### config.mk
export PLATFORM = sky130hd
export DESIGN_NAME = hazard_unit_flat
export DESIGN_NICKNAME = d
export VERILOG_FILES = /design/src/rtl/hazard_if.sv /design/src/rtl/hazard_unit.sv /design/src/flat_wrapper.sv
export SDC_FILE = /design/constraint.sdc
export NUM_CORES = 1
export LEC_CHECK = 0
export BUFFER_PORTS_ARGS = -buffer_cell sky130_fd_sc_hd__buf_2
export CORE_MARGIN = 2
export CORE_UTILIZATION = 25
export DETAILED_ROUTE_END_ITERATION = 16
export HOLD_SLACK_MARGIN = 0.05
export PLACE_DENSITY = 0.49
export SYNTH_ARGS = -nofsm -noshare
export SYNTH_HDL_FRONTEND = slang
export SYNTH_SLANG_ARGS = --single-unit
### constraint.sdc
create_clock -name clk -period 4.8 [get_ports clk]
set_input_delay 0.96 -clock clk [delete_from_list [all_inputs] [get_ports clk]]
set_output_delay 0.96 -clock clk [all_outputs]
set_load 0.01 [all_outputs]
### src/rtl/hazard_if.sv
// Pipeline hazard bus: per-stage register/enable inputs toward the hazard unit
// and its stall, squash, bypass and performance-counter outputs.
interface hazard_if #(
  parameter int CNT_W = 16
);
  logic [4:0]       Rs1_D;
  logic [4:0]       Rs2_D;
  logic [4:0]       Rs1_E;
  logic [4:0]       Rs2_E;
  logic [4:0]       Rd_E;
  logic [4:0]       Rd_M;
  logic [4:0]       Rd_W;
  logic             RegWrite_E;
  logic             RegWrite_M;
  logic             RegWrite_W;
  logic             MemRead_E;
  logic             MemRead_M;
  logic             Redirect_E;
  logic             Stall_F;
  logic             Stall_D;
  logic             Flush_D;
  logic             flush;
  logic             LWflush;
  logic [1:0]       ForwardA_E;
  logic [1:0]       ForwardB_E;
  logic [CNT_W-1:0] StallCycles;
  logic [CNT_W-1:0] RedirectCnt;

  modport master (
    output Rs1_D, Rs2_D, Rs1_E, Rs2_E, Rd_E, Rd_M, Rd_W,
    output RegWrite_E, RegWrite_M, RegWrite_W, MemRead_E, MemRead_M, Redirect_E,
    input  Stall_F, Stall_D, Flush_D, flush, LWflush, ForwardA_E, ForwardB_E,
    input  StallCycles, RedirectCnt
  );

  modport slave (
    input  Rs1_D, Rs2_D, Rs1_E, Rs2_E, Rd_E, Rd_M, Rd_W,
    input  RegWrite_E, RegWrite_M, RegWrite_W, MemRead_E, MemRead_M, Redirect_E,
    output Stall_F, Stall_D, Flush_D, flush, LWflush, ForwardA_E, ForwardB_E,
    output StallCycles, RedirectCnt
  );
endinterface

### src/rtl/hazard_unit.sv
// Pipeline hazard unit: RAW stall sequencing, redirect squash, EX bypass selects and
// saturating perf counters. Define FORWARDING_EN to enable the bypass network.
module hazard_unit #(
  parameter int CNT_W = 16
) (
  input logic     clk,
  input logic     rst_n,
  hazard_if.slave hz
);

  localparam logic [0:0] ST_RUN   = 1'b0;
  localparam logic [0:0] ST_STALL = 1'b1;

  localparam logic [CNT_W-1:0] CNT_MAX = {CNT_W{1'b1}};
  localparam logic [CNT_W-1:0] CNT_ONE = {{(CNT_W-1){1'b0}}, 1'b1};

  logic [0:0]       state_q, state_d;
  logic [1:0]       count_q, count_d;
  logic [CNT_W-1:0] stall_cnt_q, stall_cnt_d;
  logic [CNT_W-1:0] redir_cnt_q, redir_cnt_d;
  logic [1:0]       need_s;
  logic             stall_s;
  logic             flush_s;
  logic             stall_out_s;
  logic             flush_out_s;
  logic [1:0]       fwd_a_s;
  logic [1:0]       fwd_b_s;
  logic             unused_s;

  function automatic logic rd_hit(input logic [4:0] rd, input logic [4:0] rs1,
                                  input logic [4:0] rs2);
    return (rd != 5'd0) && ((rd == rs1) || (rd == rs2));
  endfunction

`ifdef FORWARDING_EN
  // A loaded value is not yet on the MEM bypass path, so MEM loads fall back to WB.
  function automatic logic [1:0] fwd_sel(input logic [4:0] rs, input logic rw_m,
                                         input logic mr_m, input logic [4:0] rd_m,
                                         input logic rw_w, input logic [4:0] rd_w);
    if (rw_m && !mr_m && (rd_m != 5'd0) && (rd_m == rs)) begin
      return 2'b10;
    end else if (rw_w && (rd_w != 5'd0) && (rd_w == rs)) begin
      return 2'b01;
    end else begin
      return 2'b00;
    end
  endfunction
`endif

  // Stall depth for the instruction in ID and the EX operand bypass selects
  always_comb begin
    need_s  = 2'd0;
    fwd_a_s = 2'b00;
    fwd_b_s = 2'b00;
`ifdef FORWARDING_EN
    if (hz.MemRead_E && rd_hit(hz.Rd_E, hz.Rs1_D, hz.Rs2_D)) begin
      need_s = 2'd1;
    end else begin
      need_s = 2'd0;
    end
    fwd_a_s = fwd_sel(hz.Rs1_E, hz.RegWrite_M, hz.MemRead_M, hz.Rd_M, hz.RegWrite_W, hz.Rd_W);
    fwd_b_s = fwd_sel(hz.Rs2_E, hz.RegWrite_M, hz.MemRead_M, hz.Rd_M, hz.RegWrite_W, hz.Rd_W);
`else
    if (hz.RegWrite_E && rd_hit(hz.Rd_E, hz.Rs1_D, hz.Rs2_D)) begin
      need_s = 2'd2;
    end else if (hz.RegWrite_M && rd_hit(hz.Rd_M, hz.Rs1_D, hz.Rs2_D)) begin
      need_s = 2'd1;
    end else begin
      need_s = 2'd0;
    end
`endif
  end

`ifdef FORWARDING_EN
  assign unused_s = hz.RegWrite_E;
`else
  assign unused_s = ^{hz.Rs1_E, hz.Rs2_E, hz.Rd_W, hz.RegWrite_W, hz.MemRead_E, hz.MemRead_M};
`endif

  // Stall sequencer; a redirect overrides any stall and returns to RUN
  always_comb begin
    state_d = state_q;
    count_d = count_q;
    stall_s = 1'b0;
    flush_s = 1'b0;
    if (hz.Redirect_E) begin
      flush_s = 1'b1;
      state_d = ST_RUN;
      count_d = 2'd0;
    end else begin
      case (state_q)
        ST_RUN: begin
          if (need_s != 2'd0) begin
            stall_s = 1'b1;
            if (need_s > 2'd1) begin
              state_d = ST_STALL;
              count_d = need_s - 2'd1;
            end else begin
              state_d = ST_RUN;
              count_d = 2'd0;
            end
          end else begin
            state_d = ST_RUN;
            count_d = 2'd0;
          end
        end
        ST_STALL: begin
          stall_s = 1'b1;
          if (count_q <= 2'd1) begin
            state_d = ST_RUN;
            count_d = 2'd0;
          end else begin
            state_d = ST_STALL;
            count_d = count_q - 2'd1;
          end
        end
        default: begin
          state_d = ST_RUN;
          count_d = 2'd0;
        end
      endcase
    end
  end

  // Controls stay quiet while reset is held so a pending hazard cannot leak out
  assign stall_out_s = rst_n & stall_s;
  assign flush_out_s = rst_n & flush_s;

  // Saturating activity counters
  always_comb begin
    if (stall_out_s && (stall_cnt_q != CNT_MAX)) begin
      stall_cnt_d = stall_cnt_q + CNT_ONE;
    end else begin
      stall_cnt_d = stall_cnt_q;
    end
    if (flush_out_s && (redir_cnt_q != CNT_MAX)) begin
      redir_cnt_d = redir_cnt_q + CNT_ONE;
    end else begin
      redir_cnt_d = redir_cnt_q;
    end
  end

  // State and counter registers with synchronous reset
  always_ff @(posedge clk) begin
    if (!rst_n) begin
      state_q     <= ST_RUN;
      count_q     <= 2'd0;
      stall_cnt_q <= {CNT_W{1'b0}};
      redir_cnt_q <= {CNT_W{1'b0}};
    end else begin
      state_q     <= state_d;
      count_q     <= count_d;
      stall_cnt_q <= stall_cnt_d;
      redir_cnt_q <= redir_cnt_d;
    end
  end

  assign hz.Stall_F     = stall_out_s;
  assign hz.Stall_D     = stall_out_s;
  assign hz.LWflush     = stall_out_s;
  assign hz.Flush_D     = flush_out_s;
  assign hz.flush       = flush_out_s;
  assign hz.ForwardA_E  = fwd_a_s;
  assign hz.ForwardB_E  = fwd_b_s;
  assign hz.StallCycles = stall_cnt_q;
  assign hz.RedirectCnt = redir_cnt_q;

endmodule
### src/flat_wrapper.sv
// flat-port wrapper written by rule: the top's interface ports become plain ports
module hazard_unit_flat 
#(
  parameter int CNT_W = 16
)
  (clk, rst_n, hz_Rs1_D, hz_Rs2_D, hz_Rs1_E, hz_Rs2_E, hz_Rd_E, hz_Rd_M, hz_Rd_W, hz_RegWrite_E, hz_RegWrite_M, hz_RegWrite_W, hz_MemRead_E, hz_MemRead_M, hz_Redirect_E, hz_Stall_F, hz_Stall_D, hz_Flush_D, hz_flush, hz_LWflush, hz_ForwardA_E, hz_ForwardB_E, hz_StallCycles, hz_RedirectCnt);
  hazard_if #(.CNT_W(CNT_W)) hz_i ();
  input logic clk;
  input logic rst_n;
  input wire logic [$bits(hz_i.Rs1_D)-1:0] hz_Rs1_D;
  input wire logic [$bits(hz_i.Rs2_D)-1:0] hz_Rs2_D;
  input wire logic [$bits(hz_i.Rs1_E)-1:0] hz_Rs1_E;
  input wire logic [$bits(hz_i.Rs2_E)-1:0] hz_Rs2_E;
  input wire logic [$bits(hz_i.Rd_E)-1:0] hz_Rd_E;
  input wire logic [$bits(hz_i.Rd_M)-1:0] hz_Rd_M;
  input wire logic [$bits(hz_i.Rd_W)-1:0] hz_Rd_W;
  input wire logic [$bits(hz_i.RegWrite_E)-1:0] hz_RegWrite_E;
  input wire logic [$bits(hz_i.RegWrite_M)-1:0] hz_RegWrite_M;
  input wire logic [$bits(hz_i.RegWrite_W)-1:0] hz_RegWrite_W;
  input wire logic [$bits(hz_i.MemRead_E)-1:0] hz_MemRead_E;
  input wire logic [$bits(hz_i.MemRead_M)-1:0] hz_MemRead_M;
  input wire logic [$bits(hz_i.Redirect_E)-1:0] hz_Redirect_E;
  output wire logic [$bits(hz_i.Stall_F)-1:0] hz_Stall_F;
  output wire logic [$bits(hz_i.Stall_D)-1:0] hz_Stall_D;
  output wire logic [$bits(hz_i.Flush_D)-1:0] hz_Flush_D;
  output wire logic [$bits(hz_i.flush)-1:0] hz_flush;
  output wire logic [$bits(hz_i.LWflush)-1:0] hz_LWflush;
  output wire logic [$bits(hz_i.ForwardA_E)-1:0] hz_ForwardA_E;
  output wire logic [$bits(hz_i.ForwardB_E)-1:0] hz_ForwardB_E;
  output wire logic [$bits(hz_i.StallCycles)-1:0] hz_StallCycles;
  output wire logic [$bits(hz_i.RedirectCnt)-1:0] hz_RedirectCnt;
  assign hz_i.Rs1_D = hz_Rs1_D;
  assign hz_i.Rs2_D = hz_Rs2_D;
  assign hz_i.Rs1_E = hz_Rs1_E;
  assign hz_i.Rs2_E = hz_Rs2_E;
  assign hz_i.Rd_E = hz_Rd_E;
  assign hz_i.Rd_M = hz_Rd_M;
  assign hz_i.Rd_W = hz_Rd_W;
  assign hz_i.RegWrite_E = hz_RegWrite_E;
  assign hz_i.RegWrite_M = hz_RegWrite_M;
  assign hz_i.RegWrite_W = hz_RegWrite_W;
  assign hz_i.MemRead_E = hz_MemRead_E;
  assign hz_i.MemRead_M = hz_MemRead_M;
  assign hz_i.Redirect_E = hz_Redirect_E;
  assign hz_Stall_F = hz_i.Stall_F;
  assign hz_Stall_D = hz_i.Stall_D;
  assign hz_Flush_D = hz_i.Flush_D;
  assign hz_flush = hz_i.flush;
  assign hz_LWflush = hz_i.LWflush;
  assign hz_ForwardA_E = hz_i.ForwardA_E;
  assign hz_ForwardB_E = hz_i.ForwardB_E;
  assign hz_StallCycles = hz_i.StallCycles;
  assign hz_RedirectCnt = hz_i.RedirectCnt;
  hazard_unit #(.CNT_W(CNT_W)) u_core (.clk(clk), .rst_n(rst_n), .hz(hz_i));
endmodule
Word-level counts from Yosys, hierarchy flattened
Index checks and enable logic that the tools add are counted.
- add/sub/neg operators: 4
- order comparisons: 2
- equality and inequality tests: 6
- multiplexer cells: 14
- bitwise logic cells: 4
- reduce and logical (&&, ||, !) cells: 12
- operators with widths (cell ; count):
    $add A16 B1 Y16 const B ; 2
    $ne A16 B16 Y1 const B ; 2
    $eq A5 B5 Y1 ; 4
    $reduce_bool A5 Y1 ; 2
    $mux W2 ; 4
    $mux W1 ; 7
    $logic_and A1 B1 Y1 ; 6
    $pmux W1 S2 ; 2
    $pmux W2 S2 ; 1
    $sub A2 B1 Y2 const B ; 2
    $and A1 B1 Y1 ; 2
    $gt A2 B1 Y1 const B ; 1
    $le A2 B1 Y1 const B ; 1
    $logic_or A1 B1 Y1 ; 2
    $not A1 Y1 ; 2
    $reduce_bool A2 Y1 ; 1
    $reduce_or A2 Y1 ; 1
- register bits: 35
- input bits: 43
- output and inout bits: 41
- word-level logic and storage cells: 46

Logic depth before layout (Yosys ltp)
Gate-level depths: netlist (run 1).
- depth in word-level cells: 12
- mapped depth: 10

Least setup slack after synthesis (run 1)
Ideal clock, no wire load.
- kind: input port to output port
- start point: input port hz_Rd_E[0]
- end point: output port hz_Stall_D
- data arrival time: 2.237 ns
- data required time: 3.840 ns
- slack: 1.603 ns
- stages: 5
- buffers on the path: 1
- path through: or4_1 o21ai_1 nor3_1 or2_2 buf_4
- word-level cells in the longest chain between the ends: 10
- ends and longest elaborated chain (what ; RTL line ; source):
    start: declaration ; flat_wrapper.sv:14 ; input wire logic [$bits(hz_i.Rd_E)-1:0] hz_Rd_E;
    $eq A5 B5 Y1 ; hazard_unit.sv:32 ; return (rd != 5'd0) && ((rd == rs1) || (rd == rs2));
    $logic_or A1 B1 Y1 ; hazard_unit.sv:32 ;
    $logic_and A1 B1 Y1 * ; hazard_unit.sv:32 ;
    $logic_and A1 B1 Y1 * ; hazard_unit.sv:64 ; if (hz.RegWrite_E && rd_hit(hz.Rd_E, hz.Rs1_D, hz.Rs2_D)) begin
    $mux W2 * ; hazard_unit.sv:64 ;
    $reduce_bool A2 Y1 * ; hazard_unit.sv:93 ; if (need_s != 2'd0) begin
    $mux W1 * ; hazard_unit.sv:93 ;
    $pmux W1 S2 * ; hazard_unit.sv:91 ; case (state_q)
    $mux W1 * ; hazard_unit.sv:86 ; if (hz.Redirect_E) begin
    $and A1 B1 Y1 * ; hazard_unit.sv:126 ; assign stall_out_s = rst_n & stall_s;
    end: declaration ; flat_wrapper.sv:24 ; output wire logic [$bits(hz_i.Stall_D)-1:0] hz_Stall_D;
Every way passes the cells marked *; elsewhere a longest branch is shown, timed or not.

Final worst setup path (run 1)
Same ends and word-level chain as after synthesis.

==> results of run 1 <==
==> path summary, 6_finish.rpt <==
| kind | endpoint | slack (ps) | cells after the start |
|---|---|---|---|
| setup / recovery | hz_Stall_D | 1390 | 6 |
| hold reg to reg | u_core.count_q[1] | 440 | 2 |
| setup reg to reg | u_core.hz.StallCycles[7] | 2330 | 8 |
| hold / removal | u_core.count_q[1] | 440 | 2 |
==> sequential cells by signal, indices dropped and copies added, names as in the netlist <==
signal and flops:
u_core.hz.StallCycles 16, u_core.state_q 1, u_core.hz.RedirectCnt 16, u_core.count_q 2
==> final cells by class <==
class                   instances  share of cell area (%)
clock buffers                   6                    3.45
inverters                       4                   0.627
multi-input cells             187                    48.4
flip-flops and latches         35                    29.2
clock inverters                 1                   0.209
well taps                     102                    5.33
repair buffers                 61                    12.7
==> worst register-to-register path, delay by kind of cell (launching register included) <==
kind / cells / cell delay (ps)
AND/OR/NAND/NOR: 4 / 1150
flip-flops: 1 / 500
adder cells (fa/ha/maj): 1 / 300
AO/OA/AOI/OAI: 3 / 420
==> cell families (layout without fill, tap and decap cells) <==
family	after synthesis	in the layout	synth area share [%]
xor+xnor	32	32	14.3
fa+ha+maj	2	2	1.28
flops	35	35	35.8
other cells	1	4	0.191
compound gates	36	36	11.8
buf+inv	16	72	5.62
simple gates	107	107	28.0
mux	6	6	3.07
==> metal layers <==
layer / wire, um / global-route usage [%] / vias to the layer above
li1: - / - / 944
met1: 2420 / 15.1 / 848
met2: 2210 / 19.2 / 36
met3: 197 / 3.01 / 6
met4: 39 / 3.73 / 0
met5: 0 / 0 / -
==> placed cells by master, fill, tap and decap left out, drive strengths merged, types with 2 or more instances in the layout <==
master,synthesis,routed
a21oi,9,9
a22oi,2,2
and3,3,3
and4,4,4
buf,9,61
clkbuf,3,6
conb,1,4
dfxtp,35,35
ha,2,2
inv,4,4
mux2i,6,6
nand2,20,20
nand2b,4,4
nand3,19,19
nand4,7,7
nor2,27,27
nor3,7,7
nor4,2,2
o211ai,3,3
o21ai,12,12
o31ai,6,6
or3,5,5
or4,6,6
xnor2,2,2
xor2,30,30
==> power groups by stage <==
stage	combinational, mW	clock (mW)	sequential (mW)
3_3_place_gp	0.0550	0	0.301
3_5_place_dp	0.0557	0	0.301
2_1_floorplan	0.0340	0	0.301
5_1_grt	0.0621	0.240	0.295
6_report	0.0549	0.220	0.294
4_1_cts	0.0559	0.229	0.294
==> summary.md, run 1 <==
| Metric | Value |
|---|---|
| Overall Global Routing Usage | a little under an eighth |
| Skew final | 7.11 ps |
| Startpoint types | input pin |
| First-pass GRT wire length | between 8 and 9 mm |
| Initial antenna violation count | 0 |
| Core ar. | roughly 7600 um2 |
| Outcome | completed |
| Iter 0 DRT Violations | 46 |
| Post-CTS resize count | 0 |
| NetSw | roughly 140 uW |
| Top post-synthesis cells by area | dfxtp_1, xor2_1, nor2_1, nand3_1, nand2_1 |
| Num CTS Buffers | 5 |
| Internal power | between 400 and 500 uW |
| Max Clk Rate | 293 MHz |
| Detailed-route DRC error count | 0 |
| Cell Count, Final, Fillers Out | between 300 and 400 |
| Die width | between 90 and 100 um |
| Multi-input gate area | 1160 um2 |
| Antenna Nets Post-Route | 0 |
| Clock Latency Late Sink | about 290 ps |
| CP delay by family, top | simple AND/OR/NAND/NOR gates |
| HPWL after DPL | ~3.6 mm |
| DRT Pass-1 Iters | 4 |
| CP startpoint | hz_Rd_E[0] |
| Register area | 701 um2 |
| Max-cap violations | 0 |
| # clock sinks | 35 |
| Slew @ Worst Pin | about 840 ps |
| LEAKAGE | 1.02 nW |
| Vias in the first global route | 1,743 |
| Worst IR Drop VDD | 123 uV |
| Critical Path End Type | output pin |
| Final core occ | 31.3% |
| Largest stage delay, worst path | between 500 and 600 ps |
| Number of port buffers | 61 |
| CTS Buffer Depth | 2 |
| WP data arrival | approximately 2500 ps |
| Synth unique cells | 39 |
| DR WL/cell | between 10 and 15 um |
| ANT cells | 0 |
| Io pins | between 80 and 90 |
| Total via count in the routed design | roughly 1,800 |
| Sequential share of the synthesized area | ~36% |
| Final hold vios | 0 |
| TritonCTS clock tree | yes |
| Commonest cells post-synth | dfxtp_1, xor2_1, nor2_1 |
| Initial core utilization | 25.6% |
| CP max stage cell | or4_1 |
| Die Ht | slightly above 90 um |
| Worst rel slew slack | between 40% and 50% |
| Clock power share | 38.6% |
| CTS root buffer | clkbuf_8 |
| Fraction of power spent switching nets | 25.1% |
| P&R area growth vs syn | 22.3% |
| HP Start | u_core.count_q[1] |
| CP required | 3840 ps |
| CTS clk-pin slew, worst paths | approximately 70 ps |
| Slew Viols, Final | 0 |
| Power per Cell Area | ~240 nW/um2 |
| Hold Slack | roughly 440 ps |
| Area share of the largest cell type after synthesis | ~36% |
| Crit share post-route | about 71% |
| Share of power burned in registers | about half |
| Worst reg2reg startpoint | u_core.hz.StallCycles[1] |
| Final worst slack | roughly 1400 ps |
| Layout fillers | about 830 |
| Mapped Avg Cell Area | approximately 8.3 um2 |
| Placed cells | approximately 400 |
| Grt ovf | 0 |
| Combinational power share | 9.6% |
| H-tree Lvls | 2 |
| # hold bufs at CTS | 0 |
| Drt total wl | about 4.9 mm |
| Synth async-reset ratio | 0% |
| Synth Register Bits | 35 |
| RSZ-0062 raised after global routing | false |
| Final setup viols | 0 |
| Largest net degree at the start of global routing | 23 |
| Via density | approximately 4.6 |
| Placed cell areas | 2310 um2 |
| Layout cells sized above 1 | roughly 25% |
| Worst path most repeated cell | buf_2 |
| Primary FF master, synth | dfxtp_1 |
| Cell Rows | 32 |
| Synth area leader | dfxtp_1 |
| Fin nets | about 340 |
| Type of the worst setup path | input pin to output pin |
| CP Max Fanout | 3 |
| Worst Hold Class | register to register |
| Gate Count Post-Synth | around 240 |
| Most frequent cell after synthesis | dfxtp_1 |
| Pwr Total | between 500 and 600 uW |
| GPL Wtd Cong | around 0.80 |
| CP cell instances | buf_2 > or4_1 > o21ai_1 > nor3_1 > or2_2 > buf_2 |
| Finished Cell Area | between 2000 and 2500 um2 |
| Syn Std Cell Area | just under 2000 um2 |
| EDFF count, synth | 0 |
| Post-CTS setup buffers | 0 |
| Pre-CTS setup slack | 1380 ps |
| Setup_tns | 0 ps |
| Die area | around 8600 um2 |
| Yosys warns | 0 |
| Tmin final | 3410 ps |
| Bufs and invs on worst path | 2 |
Note: power is estimated with default switching activity, not from simulation.
==> run 2: changes to the inputs <==
- clock period: 4.8 -> 3.15 ns (I/O delays scaled with it)
==> summary.md, run 2 (synthesized netlist as in run 1, its figures left out) <==
| Metric | Value |
|---|---|
| Outcome | completed |
| Worst rel slew slack | between 40% and 50% |
| Layout cells sized above 1 | about a quarter |
| Critical Path End Type | output pin |
| Io pins | 84 |
| Core ar. | 7650 um2 |
| CTS Buffer Depth | 2 |
| Detailed-route DRC error count | 0 |
| Largest net degree at the start of global routing | 23 |
| Iter 0 DRT Violations | 47 |
| Final hold vios | 0 |
| Max Clk Rate | 366 MHz |
| TritonCTS clock tree | yes |
| Worst reg2reg path depth | 9 |
| Slew @ Worst Pin | between 700 and 800 ps |
| Hold depth | 1 |
| Post-CTS resize count | 0 |
| Skew final | 2.66 ps |
| Initial core utilization | between 20% and 30% |
| Via density | 4.57 |
| CTS clk-pin slew, worst paths | roughly 70 ps |
| Overall Global Routing Usage | between 10% and 20% |
| Drt total wl | 4.81 mm |
| Final setup viols | 0 |
| CP Max Fanout | 3 |
| Vias in the first global route | about 1,700 |
| Crit share post-route | 86.7% |
| HPWL after DPL | 3.62 mm |
| Die width | between 90 and 100 um |
| Worst IR Drop VDD | about 160 uV |
| Total via count in the routed design | approximately 1,800 |
| GPL Wtd Cong | about 0.80 |
| Commonest non-fill, non-tap cells in the layout | buf_2, dfxtp_1, xor2_1 |
| Placed cell areas | about 2300 um2 |
| Clock Latency Late Sink | about 280 ps |
| Commonest non-fill, non-tap cell in the layout | buf_2 |
| Num CTS Buffers | 5 |
| CTS root buffer | clkbuf_8 |
| Antenna Nets Post-Route | 0 |
| Startpoint types | input pin |
| Fin nets | 341 |
| DR WL/cell | about 12 um |
| Worst Hold Class | register to register |
| Die Ht | approximately 93 um |
| Tmin final | around 2700 ps |
| H-tree Lvls | 2 |
| First-pass GRT wire length | between 8 and 9 mm |
| Grt ovf | 0 |
| Die area | 8560 um2 |
| Max-cap violations | 0 |
| WP data arrival | around 2100 ps |
| Finished Cell Area | 2400 um2 |
| CP required | 2520 ps |
| # hold bufs at CTS | 0 |
| Number of port buffers | 61 |
| LEAKAGE | roughly 1.0 nW |
| RSZ-0062 raised after global routing | false |
| Slew Viols, Final | 0 |
| # clock sinks | 35 |
| Power per Cell Area | approximately 350 nW/um2 |
| Setup_tns | 0 ps |
| Post-CTS setup buffers | 0 |
| DRT Pass-1 Iters | 4 |
| ANT cells | 0 |
| Cell Rows | 32 |
| P&R area growth vs syn | 22.3% |
| Initial antenna violation count | 0 |
| Type of the worst setup path | input pin to output pin |
run 2: changes by cell type in the layout (fill, tap and decap cells not counted), sizes merged:
cell    delta
clkinv     -1
buf        +2
run 2: where the power goes:
part / internal, mW / switching (mW) / total [mW]
clock: 0.147 / 0.152 / 0.299
combinational: 0.0349 / 0.0507 / 0.0856
sequential: 0.445 / 0.00377 / 0.449
total: 0.627 / 0.206 / 0.834
run 2: routing by layer:
layer  wire (um)  global-route usage [%]  vias up
met4           0                    2.49        0
li1            -                       -      950
met2        2260                    18.9       41
met5           0                       0        -
met3         238                    2.93        0
met1        2310                    15.3      825
run 2: area by class of cell:
cell class              count  area (um2)
fillers                   831        5250
multi-input cells         187        1160
well taps                 102         128
clock buffers               6        72.6
inverters                   4        15.0
flip-flops and latches     35         701
repair buffers             63         320
run 2: worst paths after layout:
path              slack [ps]                startpoint                         to
setup / recovery         420                hz_Rd_E[0]                 hz_Stall_D
hold / removal           440         u_core.count_q[0]          u_core.count_q[0]
setup reg to reg         870  u_core.hz.StallCycles[0]  u_core.hz.StallCycles[13]
hold reg to reg          440         u_core.count_q[0]          u_core.count_q[0]
run 2: metrics by stage:
stage | setup slack, ps | hold slack, ps | cells | utilization [%] | total power, mW
5_1_grt | 338 | 478 | 397 | 31.3 | 0.874
2_1_floorplan | 613 | 417 | 238 | - | 0.511
4_1_cts | 393 | 447 | 397 | 31.3 | 0.847
3_3_place_gp | 408 | 434 | 391 | 30.4 | 0.544
3_5_place_dp | 394 | 436 | 391 | 30.4 | 0.545
6_report | 419 | 441 | 397 | 31.3 | 0.834
run 2: worst max-delay path, stage by stage:
cell	delay [ps]
buf_2	120
or4_1	520
o21ai_1	270
nor3_1	110
or2_2	310
buf_2	150
==> run 3: changes to the inputs <==
- CORE_UTILIZATION: 25 -> 47
- PLACE_DENSITY: 0.49 -> 0.81
==> summary.md, run 3 (synthesized netlist as in run 1, its figures left out) <==
| Metric | Value |
|---|---|
| CTS Buffer Depth | 2 |
| LEAKAGE | about 1.0 nW |
| Share of power burned in registers | 47.9% |
| Overall Global Routing Usage | approximately 20% |
| Vias in the first global route | 1,663 |
| Setup_tns | 0 ps |
| Core ar. | about 4000 um2 |
| Post-CTS resize count | 0 |
| Iter 0 DRT Violations | roughly 100 |
| Detailed-route DRC error count | 0 |
| Met3 Routed Length | 238 um |
| DRT Pass-1 Iters | 4 |
| Via density | about 5.4 |
| RSZ-0062 raised after global routing | false |
| Combinational power share | 8.9% |
| H-tree Lvls | 2 |
| TritonCTS clock tree | yes |
| Fraction of power spent switching nets | between 20% and 30% |
| DR WL/cell | between 10 and 15 um |
| Die Ht | just under 70 um |
| CP Max Fanout | 3 |
| # hold bufs at CTS | 0 |
| Slew @ Worst Pin | 705 ps |
| M1 wire length | ~1.9 mm |
| Register area | 701 um2 |
| Cell Rows | 23 |
| Antenna Nets Post-Route | 0 |
| Startpoint types | input pin |
| CTS root buffer | clkbuf_8 |
| Io pins | between 80 and 90 |
| Final core occ | between 50% and 60% |
| Pre-CTS setup slack | about 420 ps |
| CTS clk-pin slew, worst paths | ~70 ps |
| Final hold vios | 0 |
| Crit share post-route | between 80% and 90% |
| Worst rel slew slack | between 50% and 60% |
| Fin nets | 341 |
| Slew Viols, Final | 0 |
| Clock power share | 43.1% |
| Die area | around 4700 um2 |
| Max-cap violations | 0 |
| Final worst slack | 414 ps |
| Met2 wire length | about 2.1 mm |
| HPWL after DPL | about 3.2 mm |
| Commonest non-fill, non-tap cell in the layout | buf_2 |
| Multi-input gate area | about 1200 um2 |
| DR top layer | met4 |
| First-pass GRT wire length | 6.90 mm |
| Critical Path End Type | output pin |
| Max Clk Rate | approximately 370 MHz |
| Largest net degree at the start of global routing | 23 |
| ANT cells | 0 |
| Total via count in the routed design | 1,876 |
| Number of port buffers | between 60 and 70 |
| Commonest non-fill, non-tap cells in the layout | buf_2, dfxtp_1, xor2_1 |
| Power per Cell Area | roughly 400 nW/um2 |
| Pwr Total | about 940 uW |
| Clock Latency Late Sink | approximately 290 ps |
| Tmin final | between 2000 and 3000 ps |
| CP required | 2520 ps |
| Internal power | 715 uW |
| Die width | around 69 um |
| Initial core utilization | about half |
| WP data arrival | 2110 ps |
| P&R area growth vs syn | 21.0% |
| Layout cells sized above 1 | 25.6% |
| Drt total wl | between 4 and 5 mm |
| Type of the worst setup path | input pin to output pin |
| Layout fillers | 375 |
| Initial antenna violation count | 0 |
| Skew final | around 6.1 ps |
| Worst Hold Class | register to register |
| Hold Slack | roughly 440 ps |
| Worst IR Drop VDD | ~240 uV |
| Grt ovf | 0 |
| Final setup viols | 0 |
| Post-CTS setup buffers | 0 |
| # clock sinks | 35 |
| GPL Wtd Cong | approximately 0.9 |
| Num CTS Buffers | 5 |
| Outcome | completed |
| NetSw | around 220 uW |
## run 3: power by group through the flow
| stage | clock network [mW] | logic (mW) | registers, mW |
|---|---|---|---|
| detailed placement | 0 | 0.0841 | 0.459 |
| floorplan | 0 | 0.0518 | 0.459 |
| CTS | 0.414 | 0.0845 | 0.448 |
| global placement | 0 | 0.0822 | 0.459 |
| global route | 0.433 | 0.0929 | 0.449 |
| finish | 0.403 | 0.0837 | 0.448 |
## run 3: path summary, 6_finish.rpt
path	cells past startpoint	slack [ps]	startpoint	to
worst max register to register	9	890	u_core.hz.StallCycles[0]	u_core.hz.StallCycles[9]
worst min register to register	2	440	u_core.count_q[1]	u_core.count_q[1]
worst max-delay path	6	410	hz_Rd_E[0]	hz_LWflush
worst min-delay path	2	440	u_core.count_q[1]	u_core.count_q[1]
## run 3: critical path: stages
cell and delay (ps):
buf_2 120, or4_1 510, o21ai_1 280, nor3_1 110
or2_2 310, buf_2 150
## run 3: per-stage QoR
stage                     instance area [um2]  instances
after floorplan                          1970        238
after global placement                   2260        339
after detailed placement                 2260        339
after CTS                                2370        347
after global routing                     2370        347
final                                    2370        347
## run 3: layout make-up
cell class	count	area share (%)
multi-input cells	187	48.9
inverters	4	0.633
clock buffers	5	2.90
flip-flops and latches	35	29.6
clock inverters	3	1.85
repair buffers	63	13.5
well taps	50	2.64
## run 3: per-layer routing
layer  GRT usage, %  vias to the layer above
li1               -                      946
met1           23.5                      859
met2           33.2                       61
met3           4.55                       10
met4           9.50                        0
met5              0                        -
